## config.mk

```make
export PLATFORM = sky130hd
export DESIGN_NAME = vga_timing_gen
export DESIGN_NICKNAME = d
export VERILOG_FILES = /design/src/rtl/vga_timing_gen.sv
export SDC_FILE = /design/constraint.sdc
export NUM_CORES = 1
export LEC_CHECK = 0
export CORE_MARGIN = 2
export CORE_UTILIZATION = 47
export CTS_CLUSTER_SIZE = 40
export DETAILED_ROUTE_END_ITERATION = 16
export PLACE_DENSITY = 0.77
export RECOVER_POWER = 50
export REMOVE_ABC_BUFFERS = 1
export SLEW_MARGIN = 10
export SYNTH_ARGS = -nofsm -noshare
export SYNTH_HDL_FRONTEND = slang
export SYNTH_SLANG_ARGS = --single-unit
```

## constraint.sdc

```tcl
create_clock -name clk -period 2.4 [get_ports clk]
set_input_delay 0.6 -clock clk [delete_from_list [all_inputs] [get_ports clk]]
set_output_delay 0.6 -clock clk [all_outputs]
set_load 0.05 [all_outputs]
```

## src/rtl/vga_timing_gen.sv

```systemverilog
// vga_timing_gen: 640x480@60 raster timing from the system clock.
// Produces the pixel-rate strobe, free-running h/v counters and the
// visible-area flag, and registers hsync/vsync plus the compositor colour
// so the connector pins are glitch-free and aligned to the same pixel.
module vga_timing_gen #(
    parameter int H_VISIBLE = 640,
    parameter int H_FRONT   = 16,
    parameter int H_SYNC    = 96,
    parameter int H_BACK    = 48,
    parameter int V_VISIBLE = 480,
    parameter int V_FRONT   = 10,
    parameter int V_SYNC    = 2,
    parameter int V_BACK    = 33,
    parameter int CLK_DIV   = 4,
    parameter int PIPE_DLY  = 1
) (
    input  logic        clk,
    input  logic        rst_n,
    input  logic [11:0] rgb_in,
    output logic [9:0]  h_cnt,
    output logic [9:0]  v_cnt,
    output logic        valid,
    output logic        pix_tick,
    output logic        frame_start,
    output logic        hsync,
    output logic        vsync,
    output logic [3:0]  vga_r,
    output logic [3:0]  vga_g,
    output logic [3:0]  vga_b
);

    localparam int H_TOTAL = H_VISIBLE + H_FRONT + H_SYNC + H_BACK;
    localparam int V_TOTAL = V_VISIBLE + V_FRONT + V_SYNC + V_BACK;
    localparam int DIV_W   = $clog2(CLK_DIV);

    localparam logic [DIV_W-1:0] DIV_LAST = DIV_W'(CLK_DIV - 1);
    localparam logic [9:0] H_LAST   = 10'(H_TOTAL - 1);
    localparam logic [9:0] V_LAST   = 10'(V_TOTAL - 1);
    localparam logic [9:0] H_VIS    = 10'(H_VISIBLE);
    localparam logic [9:0] V_VIS    = 10'(V_VISIBLE);
    localparam logic [9:0] HS_START = 10'(H_VISIBLE + H_FRONT);
    localparam logic [9:0] HS_END   = 10'(H_VISIBLE + H_FRONT + H_SYNC);
    localparam logic [9:0] VS_START = 10'(V_VISIBLE + V_FRONT);
    localparam logic [9:0] VS_END   = 10'(V_VISIBLE + V_FRONT + V_SYNC);

    // Idle pipeline entry: syncs deasserted (high), pixel not visible.
    localparam logic [2:0] PIPE_IDLE = 3'b110;

    logic [DIV_W-1:0] div_cnt;
    logic             hs_raw;
    logic             vs_raw;
    logic [2:0]       pipe_raw;
    logic [2:0]       pipe_last;

    // Clock divider: counts 0..CLK_DIV-1, one pixel period per lap.
    always_ff @(posedge clk or negedge rst_n) begin
        if (!rst_n) begin
            div_cnt <= '0;
        end else if (div_cnt == DIV_LAST) begin
            div_cnt <= '0;
        end else begin
            div_cnt <= div_cnt + 1'b1;
        end
    end

    // Pixel strobe, frame-wrap pulse, visible flag and raw syncs.
    always_comb begin
        pix_tick    = (div_cnt == DIV_LAST);
        frame_start = pix_tick && (h_cnt == H_LAST) && (v_cnt == V_LAST);
        valid       = (h_cnt < H_VIS) && (v_cnt < V_VIS);
        hs_raw      = !((h_cnt >= HS_START) && (h_cnt < HS_END));
        vs_raw      = !((v_cnt >= VS_START) && (v_cnt < VS_END));
        pipe_raw    = {hs_raw, vs_raw, valid};
    end

    // Raster counters advance once per pixel strobe, wrapping line then frame.
    always_ff @(posedge clk or negedge rst_n) begin
        if (!rst_n) begin
            h_cnt <= '0;
            v_cnt <= '0;
        end else if (pix_tick) begin
            if (h_cnt == H_LAST) begin
                h_cnt <= '0;
                v_cnt <= (v_cnt == V_LAST) ? '0 : v_cnt + 1'b1;
            end else begin
                h_cnt <= h_cnt + 1'b1;
            end
        end
    end

    // The output register is itself the final delay stage, so only
    // PIPE_DLY-1 shift stages sit in front of it; PIPE_DLY == 1 feeds the
    // raw {hs, vs, valid} straight into the output register.
    generate
        if (PIPE_DLY > 1) begin : g_delay
            localparam int unsigned SR_DEPTH = PIPE_DLY - 1;
            logic [2:0] sr [SR_DEPTH];

            // Shift {hs, vs, valid} one stage per pixel strobe.
            always_ff @(posedge clk or negedge rst_n) begin
                if (!rst_n) begin
                    for (int unsigned i = 0; i < SR_DEPTH; i++) begin
                        sr[i] <= PIPE_IDLE;
                    end
                end else if (pix_tick) begin
                    sr[0] <= pipe_raw;
                    for (int unsigned i = 1; i < SR_DEPTH; i++) begin
                        sr[i] <= sr[i-1];
                    end
                end
            end

            assign pipe_last = sr[SR_DEPTH-1];
        end else begin : g_direct
            assign pipe_last = pipe_raw;
        end
    endgenerate

    // Pin register: syncs from the last stage, colour blanked outside the visible area.
    always_ff @(posedge clk or negedge rst_n) begin
        if (!rst_n) begin
            hsync <= 1'b1;
            vsync <= 1'b1;
            vga_r <= '0;
            vga_g <= '0;
            vga_b <= '0;
        end else if (pix_tick) begin
            hsync <= pipe_last[2];
            vsync <= pipe_last[1];
            if (pipe_last[0]) begin
                vga_r <= rgb_in[11:8];
                vga_g <= rgb_in[7:4];
                vga_b <= rgb_in[3:0];
            end else begin
                vga_r <= '0;
                vga_g <= '0;
                vga_b <= '0;
            end
        end
    end

endmodule
```

# Word level (Yosys, flattened, before mapping)
# Index checks and enable logic that the tools add are counted.
# classes
addsub	3
mul	0
div_mod_pow	0
n_lt_le_gt_ge	6
n_eq_ne	3
shifts	0
mux	6
bitwise	0
n_reduce_logical	8
# op_table
cell	n
adder 10 x 1 -> 10 bit, second input constant	2
== test 10 bit, second input constant	2
< comparator 10 bit, second input constant	2
< comparator 10 x 9 -> 1 bit, second input constant	2
2-to-1 mux 10 bit	2
2-to-1 mux 4 bit	3
>= comparator 10 bit, second input constant	1
>= comparator 10 x 9 -> 1 bit, second input constant	1
logical AND 1 bit	5
adder 2 x 1 -> 2 bit, second input constant	1
== test 2 bit, second input constant	1
logical NOT 1 bit	2
2-to-1 mux 2 bit	1
AND reduction 2 bit	1
# word_totals
ff_bits	36
latch_bits	0
mem_bits_rw	0
mem_bits_ro	0
output_inout_bits	37
word_cells	34
memories	0

# Logic depth before layout (Yosys ltp)
# Gate-level depths: netlist of run 1.
# depth
depth_word	3
ltp_mapped	6
mapped_depth_nobuf	6

# Worst setup path after synthesis of run 1
# Ideal clock, no wire load.
# synth_timing
kind	register to output
from	register div_cnt[0]
to	output port frame_start
t_arrival_ns	2.447
required_ns	1.800
path_slack_ns	-0.647
path_stages_with_launch	6
n_path_buf	1
path_cell_list	dfrtp_1 > ha_1 > nand2_1 > or4b_4 > buf_6 > nor2_1
# synth_between
elab_chain_len	3
# synth_lines
element	line	source
start: declaration	49	logic [DIV_W-1:0] div_cnt;
start signal: assignment	62	div_cnt <= div_cnt + 1'b1;
== test 2 bit	68	pix_tick = (div_cnt == DIV_LAST);
net pix_tick	23	output logic pix_tick,
logical AND 1 bit (2 in a row)	69	frame_start = pix_tick && (h_cnt == H_LAST) && (v_cnt == V_LAST);
end: declaration	24	output logic frame_start,
# The timed path passes the listed nets, and every way through them passes these cells.

# Worst setup path after layout of run 1
# layout_timing
from	register h_cnt[0]
to	output port frame_start
# layout_between
elab_chain_len	3
# layout_lines
element	line	source
start: declaration	20	output logic [9:0] h_cnt,
start signal: assignment	86	h_cnt <= h_cnt + 1'b1;
== test 10 bit	69	
logical AND 1 bit (2 in a row)	69	
# No other way between the ends.

==> reports/results.tsv, run 1 <==
stage	metric	value	unit
status	outcome	complete, but fails checks	
power_and_ir_drop	leakage power	1.085	nW
logic_synthesis	largest family of logic cells by synthesized area	simple AND/OR/NAND/NOR gates	
logic_synthesis	EDFF count, synth	0	
sta	Max transition margin	0.6412	
logic_synthesis	Post-synth top cells	dfrtp_1, nand2_1, nor2_1, o2bb2ai_1, o21ai_0	
logic_synthesis	Adder-Cell Fraction of Synth Area	0.03605	
place	dpl ws	0.09107	ns
die	Die ar.	4195	um^2
die	core area	3606	um^2
logic_synthesis	top post-synthesis cells by area	dfrtp_1, o2bb2ai_1, nand2_1, ha_1, o21ai_0	
sta	fmax	415.9	MHz
worst_setup_path	crit path DAT	1.80	ns
worst_setup_path	crit-path max FO	3	
global_routing	first-pass GRT wire length	7.486	mm
global_routing	vias in the first global route	1577	
clock_tree	total CTS buffers	5	
place	GPL Wtd Cong	0.9129	
die	Starting Density	0.4813	
logic_synthesis	Synth Area in Compound Gates	0.1543	
logic_synthesis	simple-gate portion of the synthesized area	0.2127	
clock_tree	clk slew on worst S/H paths	0.07	ns
cells_and_area	post-route cell area	2570	um^2
logic_synthesis	syn avg cell area	10.21	um^2
logic_synthesis	mux cell area share after synthesis	0.006489	
global_routing	Overall Global Routing Usage	0.2359	
worst_setup_path	Worst Path Required	1.80	ns
sta	Final WS setup	-0.004469	ns
drt	Routed Antenna Nets	0	
logic_synthesis	top-count cell post-synth	dfrtp_1	
worst_setup_path	kind of end point of the critical path	output port	
logic_synthesis	Post-Synthesis Cells	170	
sta	Min Hold Slack	0.4844	ns
place	HPWL after detailed placement	3.038	mm
logic_synthesis	Synthesis Warnings	0	
clock_tree	hold buffers post-CTS	0	
global_routing	total gr overflow	0	
sta	worst-margin pin slew	0.5365	ns
die	Die Ht	64.77	um
worst_setup_path	Critical R2R Capture	v_cnt[4]	
cells_and_area	Layout fillers	249	
global_routing	antenna violations before repair	0	
logic_synthesis	sequential-to-total area share from yosys stat	0.5205	
drt	initial DRC count	98	
logic_synthesis	Synth top area share	0.4903	
cells_and_area	register area	907.1	um^2
worst_setup_path	CP max stage cell	or4b_4	
worst_setup_path	Crit path depth	5	
sta	Clock Skew	0.007522	ns
worst_setup_path	delay-heaviest family, CP	simple AND/OR/NAND/NOR gates	
place	Post-DP Area	2352	um^2
logic_synthesis	asr flop ratio synth	1.000	
clock_tree	Num Clock Sinks	36	
sta	Final Cycle Share	1.002	
clock_tree	Clock Tree Buf Depth	2	
drt	Via density	5.604	
clock_tree	latest clock arrival within the worst-skew pair	0.29	ns
worst_setup_path	crit-path cells	ha_4 -> nand2_2 -> or4b_4 -> nor2_4 -> buf_12	
power_and_ir_drop	Power Dens Cells	453.1	nW/um^2
logic_synthesis	post-synthesis register bit count	36	
logic_synthesis	XOR/XNOR Fraction of Synth Area	0.03533	
drt	Via Count	1597	
sta	fin. max-slew vios	0	
sta	RSZ-0062 raised after global routing	true	
die	Die Wd	64.77	um
sta	final setup fails	1	
drt	wire length per cell	16.07	um
clock_tree	CTS tree	built	
drt	wire length after detailed routing	4.581	mm
worst_hold_path	type of the worst min-delay path	register to register	
clock_tree	Root Buffer	clkbuf_8	
cells_and_area	layout cells sized above 1	0.1688	
logic_synthesis	post-synth cell types	37	
clock_tree	H-tree levels	2	
worst_setup_path	worst r2r src	h_cnt[0]	
drt	DRC	0	
logic_synthesis	Synth Cell Area	1735	um^2
worst_setup_path	worst path buffer plus inverter count	1	
sta	Final min period	2.404	ns
worst_setup_path	Crit path largest cell delay	0.53	ns
logic_synthesis	Synth Flop Type	dfrtp_1	
place	Buffers on Ports	50	
cells_and_area	ant diodes	0	
cells_and_area	layout overhead on the synthesized area	48.09	%
worst_setup_path	Critical Path Sink	frame_start	
die	Ports	51	
logic_synthesis	cell taking the most area after synthesis	dfrtp_1	
drt	DR pass1 iterations	4	
cells_and_area	Multi-input gate area	843.3	um^2
worst_setup_path	Critical path origin	h_cnt[0]	
status	violated checks	negative setup slack	
cells_and_area	Final #Nets	255	
job	# Max-Cap Violations	0	
die	row count	22	
worst_setup_path	Setup CP Type	register to output port	
sta	Final Hold Vio Count	0	
worst_setup_path	FF-to-FF path depth	6	
worst_setup_path	r2r setup slk	0.29	ns
power_and_ir_drop	maximum VDD drop	0.3895	mV
worst_setup_path	Worst Setup Start Kind	register	
global_routing	largest net degree at the start of global routing	37	
[registers in the layout, indices dropped and copies added (netlist names)]
name     flops
h_cnt       10
vga_r        4
vga_b        4
div_cnt      2
hsync        1
v_cnt       10
vga_g        4
vsync        1
[cells by family after synthesis]
| group | after synthesis |
|---|---|
| fa+ha+maj | 5 |
| compound gates | 38 |
| buf+inv | 13 |
| mux | 1 |
| flops | 36 |
| xor+xnor | 7 |
| simple gates | 70 |
[cell type report]
| type | count | area share |
|---|---|---|
| sequential | 36 | 0.3530 |
| multi-input combinational | 121 | 0.3281 |
| timing repair buffer | 65 | 0.2502 |
| clock buffer | 8 | 0.03505 |
| tap | 48 | 0.02337 |
| inverter | 7 | 0.01022 |
[layer usage]
layer,vias up,part of all wire,global-route usage
met2,85,0.48,0.3776
met1,758,0.41,0.2901
met3,10,0.092,0.06771
met4,0,0.019,0.1197
li1,744,-,-
met5,-,0,0
[worst min-delay path by stage]
stage	from	endpoint	slack, ns	cells past startpoint
floorplan	rst_n	div_cnt[0]	0.30	0
global placement	div_cnt[0]	div_cnt[0]	0.41	1
detailed placement	div_cnt[0]	div_cnt[0]	0.42	1
CTS	div_cnt[0]	div_cnt[0]	0.45	1
global route	hsync	hsync	0.52	2
finish	vga_r[1]	vga_r[1]	0.48	1
[timing repair]
action                     4_1_cts  5_1_grt
setup endpoints to repair        1        1
resized for setup                8        8
setup buffers                    2        5
pin swaps                        2        4
gates cloned                     0        0
[metrics by stage]
stage            util  power (mW)  std cells   TNS [ns]
3_3_place_gp   0.6523      0.7347        270          0
3_5_place_dp   0.6523      0.7364        270          0
2_1_floorplan       -      0.6787        164     -1.856
5_1_grt        0.7127       1.218        285   -0.06076
6_report       0.7127       1.164        285  -0.004469
4_1_cts        0.6908       1.176        280          0
[power by group]
part | total, mW | internal [mW] | switching (mW)
Sequential | 0.623 | 0.617 | 0.00573
Combinational | 0.101 | 0.0428 | 0.0583
Clock | 0.441 | 0.234 | 0.207
[placed cells by master (no fill, tap or decap), types with 3 or more instances in the layout]
cell	instances
clkdlybuf4s50_1	47
dfrtp_1	31
nand2_1	22
buf_4	15
o2bb2ai_1	12
o21ai_0	11
nor2_1	11
inv_1	7
nor3_1	7
nand4_1	6
clkbuf_8	6
xor2_1	5
and3_1	4
a21oi_1	4
a22o_1	4
nor3b_1	3
ha_1	3
dfrtp_2	3
buf_12	3
Power figures use the tool's default switching activity.
==> run 2, diff against run 1 <==
--- a/config.mk
+++ b/config.mk
@@ -6,10 +6,11 @@
 export NUM_CORES = 1
 export LEC_CHECK = 0
 export CORE_MARGIN = 2
-export CORE_UTILIZATION = 47
+export CORE_UTILIZATION = 42
 export CTS_CLUSTER_SIZE = 40
 export DETAILED_ROUTE_END_ITERATION = 16
-export PLACE_DENSITY = 0.77
+export MAX_ROUTING_LAYER = met4
+export PLACE_DENSITY = 0.72
 export RECOVER_POWER = 50
 export REMOVE_ABC_BUFFERS = 1
 export SLEW_MARGIN = 10
==> constraint.sdc (replaced) <==
create_clock -name clk -period 2 [get_ports clk]
set_input_delay 0.5 -clock clk [delete_from_list [all_inputs] [get_ports clk]]
set_output_delay 0.5 -clock clk [all_outputs]
set_load 0.02 [all_outputs]
==> reports/results.tsv, run 2 (same netlist as run 1, synthesis figures left out) <==
stage	metric	value	unit	change
status	outcome	complete, but fails checks		
status	violated checks	negative setup slack		
power_and_ir_drop	total power	1.370	mW	+18%
drt	DR pass1 iterations	4		unchanged
worst_hold_path	type of the worst min-delay path	register to register		
cells_and_area	Layout fillers	323		+30%
place	Post-DP Area	2535	um^2	+7.8%
power_and_ir_drop	P_int	1.071	mW	+20%
cells_and_area	Final #Nets	279		+9.4%
sta	Final Hold Vio Count	0		unchanged
worst_setup_path	crit path DAT	1.68	ns	-0.12 ns
die	core area	4000	um^2	+11%
drt	wire length after detailed routing	4.584	mm	about the same
sta	Final min period	2.180	ns	
power_and_ir_drop	leakage power	1.220	nW	+12%
sta	Min Hold Slack	0.4442	ns	-0.04013 ns
drt	wire length per cell	14.74	um	-8.3%
die	Die Wd	68.28	um	+5.4%
place	Buffers on Ports	50		unchanged
cells_and_area	layout cells sized above 1	0.2375		+0.06877
drt	Via Count	1628		+1.9%
worst_setup_path	kind of end point of the critical path	output port		
die	Die ar.	4662	um^2	+11%
clock_tree	H-tree levels	2		unchanged
power_and_ir_drop	clock share of power	0.388		+0.010
clock_tree	latest clock arrival within the worst-skew pair	0.29	ns	about the same
cells_and_area	most frequent cells in the layout	clkdlybuf4s50_1, buf_4, dfrtp_1		
power_and_ir_drop	Sw Pwr	299.5	uW	+11%
sta	RSZ-0062 raised after global routing	true		
clock_tree	CTS tree	built		
worst_setup_path	Worst Setup Start Kind	register		
global_routing	first-pass GRT wire length	7.162	mm	-4.3%
drt	DRC	0		unchanged
drt	Routed Antenna Nets	0		unchanged
clock_tree	Clock Tree Buf Depth	2		unchanged
worst_setup_path	worst r2r src	div_cnt[0]		
sta	final setup fails	2		+1
global_routing	vias in the first global route	1493		-5.3%
place	HPWL after detailed placement	3.328	mm	+9.5%
worst_hold_path	Hold Path Origin	div_cnt[0]		
clock_tree	Num Clock Sinks	36		unchanged
global_routing	total gr overflow	0		unchanged
global_routing	largest net degree at the start of global routing	37		unchanged
cells_and_area	layout overhead on the synthesized area	54.94	%	
die	Starting Density	0.4338		-0.04742
worst_setup_path	Setup CP Type	register to output port		
cells_and_area	Largest regs	h_cnt (10), v_cnt (10)		
global_routing	Overall Global Routing Usage	0.2162		-0.01975
worst_setup_path	CP max stage cell	or4b_4		
worst_setup_path	Critical path origin	div_cnt[0]		
worst_setup_path	Crit path largest cell delay	0.54	ns	about the same
sta	Max transition margin	0.4272		-0.2140
cells_and_area	ant diodes	0		unchanged
job	# Max-Cap Violations	0		unchanged
sta	Clock Skew	0.008341	ns	+0.0008187 ns
die	row count	23		+4.5%
worst_setup_path	Worst Path Required	1.50	ns	-0.30 ns
die	Die Ht	68.28	um	+5.4%
sta	fin. max-slew vios	0		unchanged
cells_and_area	commonest non-fill, non-tap cell in the layout	clkdlybuf4s50_1		
clock_tree	clk slew on worst S/H paths	0.07	ns	about the same
drt	initial DRC count	103		+5.1%
sta	worst-margin pin slew	0.8592	ns	+0.3227 ns
clock_tree	total CTS buffers	5		unchanged
clock_tree	Root Buffer	clkbuf_8		
worst_setup_path	crit-path cells	ha_2 -> nand2_2 -> or4b_4 -> nor2_4 -> buf_6		
die	Ports	51		unchanged
sta	Final Cycle Share	1.090		
drt	Via density	5.235		-6.6%
power_and_ir_drop	Power Dens Cells	509.5	nW/um^2	+12%
power_and_ir_drop	switch share	0.2186		-0.01376
global_routing	antenna violations before repair	0		unchanged
place	GPL Wtd Cong	0.8135		-11%
cells_and_area	post-route cell area	2689	um^2	+4.6%
sta	Final WS setup	-0.1797	ns	-0.1752 ns
sta	fmax	458.8	MHz	
power_and_ir_drop	Reg power frac	0.545		+0.010
worst_setup_path	crit-path max FO	2		-1
power_and_ir_drop	logic gate share of total power	0.067		-0.020
sta	Setup TNS Final	-0.2592	ns	-0.2548 ns
power_and_ir_drop	maximum VDD drop	0.3790	mV	-2.7%
-- run 2: timing repair --
| item | CTS | global route |
|---|---|---|
| gates resized for setup | 11 | 18 |
| setup buffers | 0 | 3 |
| cloned | 0 | 0 |
| pin swaps | 0 | 5 |
| setup endpoints to repair | 3 | 5 |
| hold buffers | 0 | 0 |
-- run 2: critical path, delay by kind of cell, from the launching register on --
kind / cells / cell delay, ns
adders and majority gates: 1 / 0.19
buffers and inverters: 1 / 0.12
DFF: 1 / 0.36
and+or+nand+nor: 3 / 0.71
-- run 2: layout make-up --
class	instances	area (um^2)	area share
Tap cell	50	62.56	0.02327
Multi-Input combinational cell	121	812.0	0.3020
Inverter	7	26.28	0.009772
Sequential cell	36	903.4	0.3360
Timing Repair Buffer	89	790.8	0.2941
Clock inverter	1	7.507	0.002792
Clock buffer	7	86.33	0.03211
-- run 2: final timing paths --
kind,endpoint,slack (ns),cells past startpoint
min in group asynchronous,h_cnt[7],0.84,2
max,frame_start,-0.18,5
min,div_cnt[0],0.44,1
min reg2reg,div_cnt[0],0.44,1
max reg2reg,v_cnt[4],-0.08,7
max in group asynchronous,v_cnt[0],0.61,2
-- run 2: per-stage QoR --
step / util / instances / setup slack (ns)
after floorplan: - / 164 / -0.6273
after global routing: 0.6722 / 311 / -0.2291
final: 0.6722 / 311 / -0.1797
after global placement: 0.6337 / 300 / -0.3529
after CTS: 0.6572 / 308 / -0.2459
after detailed placement: 0.6337 / 300 / -0.3970
-- run 2: power by group through the flow --
| stage | registers (mW) | logic (mW) | clock network [mW] |
|---|---|---|---|
| after floorplan | 0.776 | 0.00958 | 0 |
| after detailed placement | 0.761 | 0.0940 | 0 |
| after CTS | 0.747 | 0.0945 | 0.549 |
| after global routing | 0.748 | 0.0989 | 0.577 |
| final | 0.747 | 0.0913 | 0.532 |
| after global placement | 0.760 | 0.0936 | 0 |
-- run 2: per-layer routing --
layer | global-route usage | up-vias | share of wire
met2 | 0.3507 | 34 | 0.52
met1 | 0.2749 | 794 | 0.43
met5 | - | - | 0
met4 | 0.05250 | 0 | 0.0085
li1 | - | 794 | -
met3 | 0.04934 | 6 | 0.038
